## src/rtl/serialize_stream.sv

```systemverilog
// Parallel-to-serial converter: LANES bits per beat, MSB/LSB-first per message,
// one-entry holding buffer for back-to-back messages, frame markers and flush.
module serialize_stream #(
   parameter int MSG_SIZE = 8,
   parameter int LANES    = 1
) (
   input  logic                iClk,
   input  logic                iRst,
   input  logic                iEn,
   input  logic                iFlush,
   input  logic                iLoad_Valid,
   input  logic                iMsb_First,
   input  logic [MSG_SIZE-1:0] iCiphertext,
   output logic                oLoad_Ready,
   output logic [LANES-1:0]    oData,
   output logic                oValid,
   output logic                oFirst,
   output logic                oLast,
   output logic                oDone_flag,
   output logic                oBusy
);

   localparam int BEATS = MSG_SIZE / LANES;
   localparam int CW    = (BEATS > 1) ? $clog2(BEATS) : 1;
   localparam logic [CW-1:0] LAST_BEAT = CW'(BEATS - 1);

   if (MSG_SIZE % LANES != 0) begin : g_bad_lanes
      $error("serialize_stream: LANES must divide MSG_SIZE");
   end

   typedef enum logic {IDLE, SHIFT} state_t;

   state_t                state, state_n;
   logic                  hb_full, hb_full_n;
   logic [MSG_SIZE-1:0]   hb_msg, hb_msg_n;
   logic                  hb_msb, hb_msb_n;
   logic [MSG_SIZE-1:0]   sr_msg, sr_msg_n;
   logic                  sr_msb, sr_msb_n;
   logic [CW-1:0]         cnt, cnt_n;
   logic [LANES-1:0]      data_q, data_n;
   logic                  valid_q, valid_n;
   logic                  first_q, first_n;
   logic                  last_q, last_n;
   logic                  last_evt, last_evt_n;
   logic                  done_q;

   logic                  present;
   logic [MSG_SIZE-1:0]   pick_msg;
   logic                  pick_msb;
   logic [CW-1:0]         pick_idx;

   function automatic logic [LANES-1:0] pick_beat(input logic [MSG_SIZE-1:0] msg,
                                                  input logic msb,
                                                  input logic [CW-1:0] idx);
      logic [MSG_SIZE-1:0] sh;
      if (msb)
         sh = msg >> (MSG_SIZE - (int'(idx) + 1) * LANES);
      else
         sh = msg >> (int'(idx) * LANES);
      return sh[LANES-1:0];
   endfunction

   always_ff @(posedge iClk or negedge iRst) begin
      if (!iRst) begin
         state    <= IDLE;
         hb_full  <= 1'b0;
         hb_msg   <= '0;
         hb_msb   <= 1'b0;
         sr_msg   <= '0;
         sr_msb   <= 1'b0;
         cnt      <= '0;
         data_q   <= '0;
         valid_q  <= 1'b0;
         first_q  <= 1'b0;
         last_q   <= 1'b0;
         last_evt <= 1'b0;
         done_q   <= 1'b0;
      end else begin
         state    <= state_n;
         hb_full  <= hb_full_n;
         hb_msg   <= hb_msg_n;
         hb_msb   <= hb_msb_n;
         sr_msg   <= sr_msg_n;
         sr_msb   <= sr_msb_n;
         cnt      <= cnt_n;
         data_q   <= data_n;
         valid_q  <= valid_n;
         first_q  <= first_n;
         last_q   <= last_n;
         last_evt <= last_evt_n;
         done_q   <= last_evt;
      end
   end

   // The buffer hands over whenever the shifter is free or finishing its last beat,
   // so back-to-back messages stream without a bubble.
   always_comb begin
      state_n    = state;
      hb_full_n  = hb_full;
      hb_msg_n   = hb_msg;
      hb_msb_n   = hb_msb;
      sr_msg_n   = sr_msg;
      sr_msb_n   = sr_msb;
      cnt_n      = cnt;
      data_n     = data_q;
      valid_n    = valid_q;
      first_n    = first_q;
      last_n     = last_q;
      last_evt_n = 1'b0;
      present    = 1'b0;
      pick_msg   = sr_msg;
      pick_msb   = sr_msb;
      pick_idx   = cnt;

      if (iFlush) begin
         state_n   = IDLE;
         hb_full_n = 1'b0;
         cnt_n     = '0;
         valid_n   = 1'b0;
         first_n   = 1'b0;
         last_n    = 1'b0;
      end else begin
         if (iLoad_Valid && !hb_full) begin
            hb_full_n = 1'b1;
            hb_msg_n  = iCiphertext;
            hb_msb_n  = iMsb_First;
         end
         if (iEn) begin
            if ((state == IDLE || cnt == LAST_BEAT) && hb_full) begin
               sr_msg_n  = hb_msg;
               sr_msb_n  = hb_msb;
               cnt_n     = '0;
               hb_full_n = 1'b0;
               state_n   = SHIFT;
               present   = 1'b1;
               pick_msg  = hb_msg;
               pick_msb  = hb_msb;
               pick_idx  = '0;
            end else if (state == SHIFT && cnt != LAST_BEAT) begin
               cnt_n    = cnt + 1'b1;
               present  = 1'b1;
               pick_idx = cnt + 1'b1;
            end else begin
               state_n = IDLE;
               cnt_n   = '0;
               valid_n = 1'b0;
               first_n = 1'b0;
               last_n  = 1'b0;
            end
         end
      end

      if (present) begin
         data_n     = pick_beat(pick_msg, pick_msb, pick_idx);
         valid_n    = 1'b1;
         first_n    = (pick_idx == '0);
         last_n     = (pick_idx == LAST_BEAT);
         last_evt_n = (pick_idx == LAST_BEAT);
      end
   end

   assign oLoad_Ready = !hb_full;
   assign oData       = data_q;
   assign oValid      = valid_q;
   assign oFirst      = first_q;
   assign oLast       = last_q;
   assign oDone_flag  = done_q;
   assign oBusy       = (state == SHIFT) || hb_full;

endmodule

```

## config.mk

```make
export PLATFORM = sky130hd
export DESIGN_NAME = serialize_stream
export DESIGN_NICKNAME = d
export VERILOG_FILES = /design/src/rtl/serialize_stream.sv
export SDC_FILE = /design/constraint.sdc
export NUM_CORES = 1
export LEC_CHECK = 0
export BUFFER_PORTS_ARGS = -buffer_cell sky130_fd_sc_hd__buf_2
export CAP_MARGIN = 20
export CORE_MARGIN = 4
export CORE_UTILIZATION = 45
export DETAILED_ROUTE_END_ITERATION = 8
export GPL_ROUTABILITY_DRIVEN = 0
export GPL_TIMING_DRIVEN = 0
export HOLD_SLACK_MARGIN = 0.03
export PLACE_DENSITY = 0.66
export SKIP_CTS_REPAIR_TIMING = 1
export SLEW_MARGIN = 20
export SYNTH_ARGS = -nofsm -noshare
export SYNTH_HDL_FRONTEND = slang
export SYNTH_SLANG_ARGS = --single-unit
```

## constraint.sdc

```tcl
create_clock -name iClk -period 4.9 [get_ports iClk]
set_clock_uncertainty 0.2 [all_clocks]
set_input_delay 0.245 -clock iClk [delete_from_list [all_inputs] [get_ports iClk]]
set_output_delay 0.245 -clock iClk [all_outputs]
set_load 0.02 [all_outputs]
```

==> qor.yml <==
clock_network:
  htreeDepth: 2
  cts_root_buffer: "clkbuf_4"
  cts_buffers: 5
  clkSlewWorstSetupHoldPaths_ns: 0.09
  clock_path_buffers: 2
  cts.sinks: 29
  clk_latency_ns: 0.32
  cts_tree: "yes"
power:
  p_clk_share_pct: 25.7
  p_switching_mw: 0.186
  swShare_pct: 28.9
  power_leakage_nw: 0.837
  ir_drop_uv: 233
  combPwrFrac_pct: 25.8
  intPower_mw: 0.458
  pwr-share-seq_pct: 48.5
  p_per_area_nw_per_um2: 345
cells_and_area:
  top_regs: "hb_msg x8, sr_msg x8, cnt x3"
  fin_util_pct: 59.1
  drive_gt1_share_pct: 33.0
  antennaDiodeCount: 0
  nNetsFinal: 194
  seqCellArea_um2: 726
  fillers: 304
  area_growth_pct: 21.1
  multiInputGateArea_um2: 744
sta:
  rsz0062_at_grt: "no"
  maxSlewViolCount: 0
  fin_crit_ns: 3.11
  fmax_mhz: 322
  final-setup-viol-count: 0
  fin_tns_setup_ns: 0
  finalCritPeriodShare_pct: 63.4
  worst_pin_slew_ns: 0.631
  finalHoldViolCount: 0
  worst_slack_ns: 1.79
  timing.slew.headroom_pct: 57.9
outcome:
  status: "finished clean"
critical_path:
  crit_fanout: 9
  cp-end-kind: "flop"
  startpoint_type: "flop"
  crit_type: "reg2reg"
  worstPathArrival_ns: 3.09
  required_ns: 4.88
placed_design:
  pre_cts_slack_ns: 1.81
  port_buffers: 20
  dp_hpwl_um: 2190
die:
  dieArea_um2: 4420
  fp.dieW_um: 66.5
  core_area_um2: 3150
  pin_count: 21
  die_h_um: 66.5
  num_rows: 20
  start_util_pct: 48.8
grt:
  grt_overflow: 0
  grt_pass1_wl_um: 5290
  grt_pass1_vias: 1185
  grt_max_degree: 30
  antenna_found_initial: 0
  grtUsageTotal_pct: 16.0
yosys:
  ys_types: 45
  synth-edff-count: 0
  ys.flop_type: "dfrtp_1"
  async_reset_ff_share_pct: 100
  synth_fp_nets: 157
  syn_area_per_cell_um2: 10.9
  synthCells: 141
  ys_ff_latch: 29
  ys_warn_count: 0
  ys_seq_area_share_pct: 47.2
  syn_area_um2: 1540
routing:
  finalWirelength_um: 3080
  drc: 0
  drt_first_pass_iters: 2
  drt_iter0_drc: 28
  wl_per_cell_um: 13.8
  via_per_inst: 5.30
  ant_nets: 0
  vias: 1183
job:
  cap_violations: 0
min_path:
  hold_path.class: "in2reg"
[routing by layer]
metal,routed length (um),vias to the layer above,GRT usage [%],share of wire [%]
met5,0,-,0,0
met4,60,0,6.85,1.9
met3,116,8,5.23,3.8
met2,1400,20,24.4,45
met1,1500,569,20.6,49
li1,-,586,-,-
[power by group through the flow]
stage | clock, mW | combinational, mW | sequential [mW]
2_1_floorplan | 0 | 0.118 | 0.317
3_3_place_gp | 0 | 0.157 | 0.313
3_5_place_dp | 0 | 0.162 | 0.317
4_1_cts | 0.173 | 0.162 | 0.313
6_report | 0.166 | 0.166 | 0.312
5_1_grt | 0.185 | 0.184 | 0.320
[cells by family after synthesis]
logic type | after synthesis | share of synthesized area (%)
buffers and inverters | 13 | 4.47
AND/OR/NAND/NOR | 46 | 16.7
adder cells (fa/ha/maj) | 2 | 1.63
AO/OA/AOI/OAI | 31 | 15.4
XOR/XNOR | 1 | 0.569
multiplexers | 19 | 14.1
flip-flops | 29 | 47.2
[placed cells by master, fill, tap and decap left out, drive strengths merged, types with 2 or more instances in the layout]
cell	count
ha	2
nand2	12
nor2b	2
a22oi	3
a211oi	3
o2bb2ai	2
mux2	18
nor2	6
or2	2
nor3	2
dlygate4sd3	10
o21ai	5
dfrtp	29
clkbuf	10
buf	24
o22ai	4
nand3	8
or3	3
a21oi	4
o31ai	2
inv	6
a21boi	3
nand2b	4
[worst max-delay path: stages (launching register included)]
cell and delay, ns:
dfrtp_1 0.51, ha_1 0.20, ha_1 0.24, nor2b_4 0.06
buf_6 0.13, or3_1 0.35, buf_6 0.16, a21oi_4 0.22
inv_2 0.10, xnor2_1 0.13, a211o_1 0.30, a2111oi_2 0.28
a221oi_1 0.08
[area by class of cell]
| cell class | instances | share of cell area, % |
|---|---|---|
| Multi-Input combinational cell | 99 | 39.9 |
| Sequential cell | 29 | 38.9 |
| Timing Repair Buffer | 30 | 10.7 |
| Clock buffer | 7 | 3.49 |
| Tap cell | 44 | 2.95 |
| Buffer | 7 | 2.48 |
| Inverter | 6 | 1.21 |
| Clock inverter | 1 | 0.268 |
[worst paths after layout]
path                               to  slack (ns)        start  cells past startpoint
max                             oData        1.79       cnt[0]                     12
min                           hb_full        0.02  iLoad_Valid                      3
max reg2reg                     oData        1.79       cnt[0]                     12
min reg2reg                oDone_flag        0.17     last_evt                      0
max in group asynchronous   hb_msg[1]        3.81         iRst                      2
min in group asynchronous       oLast        0.27         iRst                      2
[stage by stage]
stage | power [mW] | cells | hold slack (ns) | area (um2)
after floorplan | 0.435 | 141 | -0.251 | 1540
after global placement | 0.471 | 205 | 0.0944 | 1690
after detailed placement | 0.479 | 205 | 0.106 | 1690
after CTS | 0.648 | 213 | -0.259 | 1760
after global routing | 0.689 | 223 | 0.0469 | 1860
final | 0.644 | 223 | 0.0229 | 1860
[synth_stat cells, types with 3 or more instances]
cell | instances | area [um2]
nand2b_1 | 4 | 25.0
dfrtp_1 | 29 | 726
or3_1 | 3 | 18.8
o22ai_1 | 4 | 25.0
a211oi_1 | 3 | 22.5
clkbuf_1 | 3 | 11.3
a21oi_1 | 3 | 15.0
o21ai_0 | 4 | 20.0
nand3_1 | 8 | 40.0
nor2_1 | 6 | 22.5
a22oi_1 | 3 | 22.5
nand2_1 | 12 | 45.0
a21boi_0 | 3 | 22.5
inv_1 | 5 | 18.8
mux2_2 | 16 | 180
Note: power is estimated with default switching activity, not from simulation.
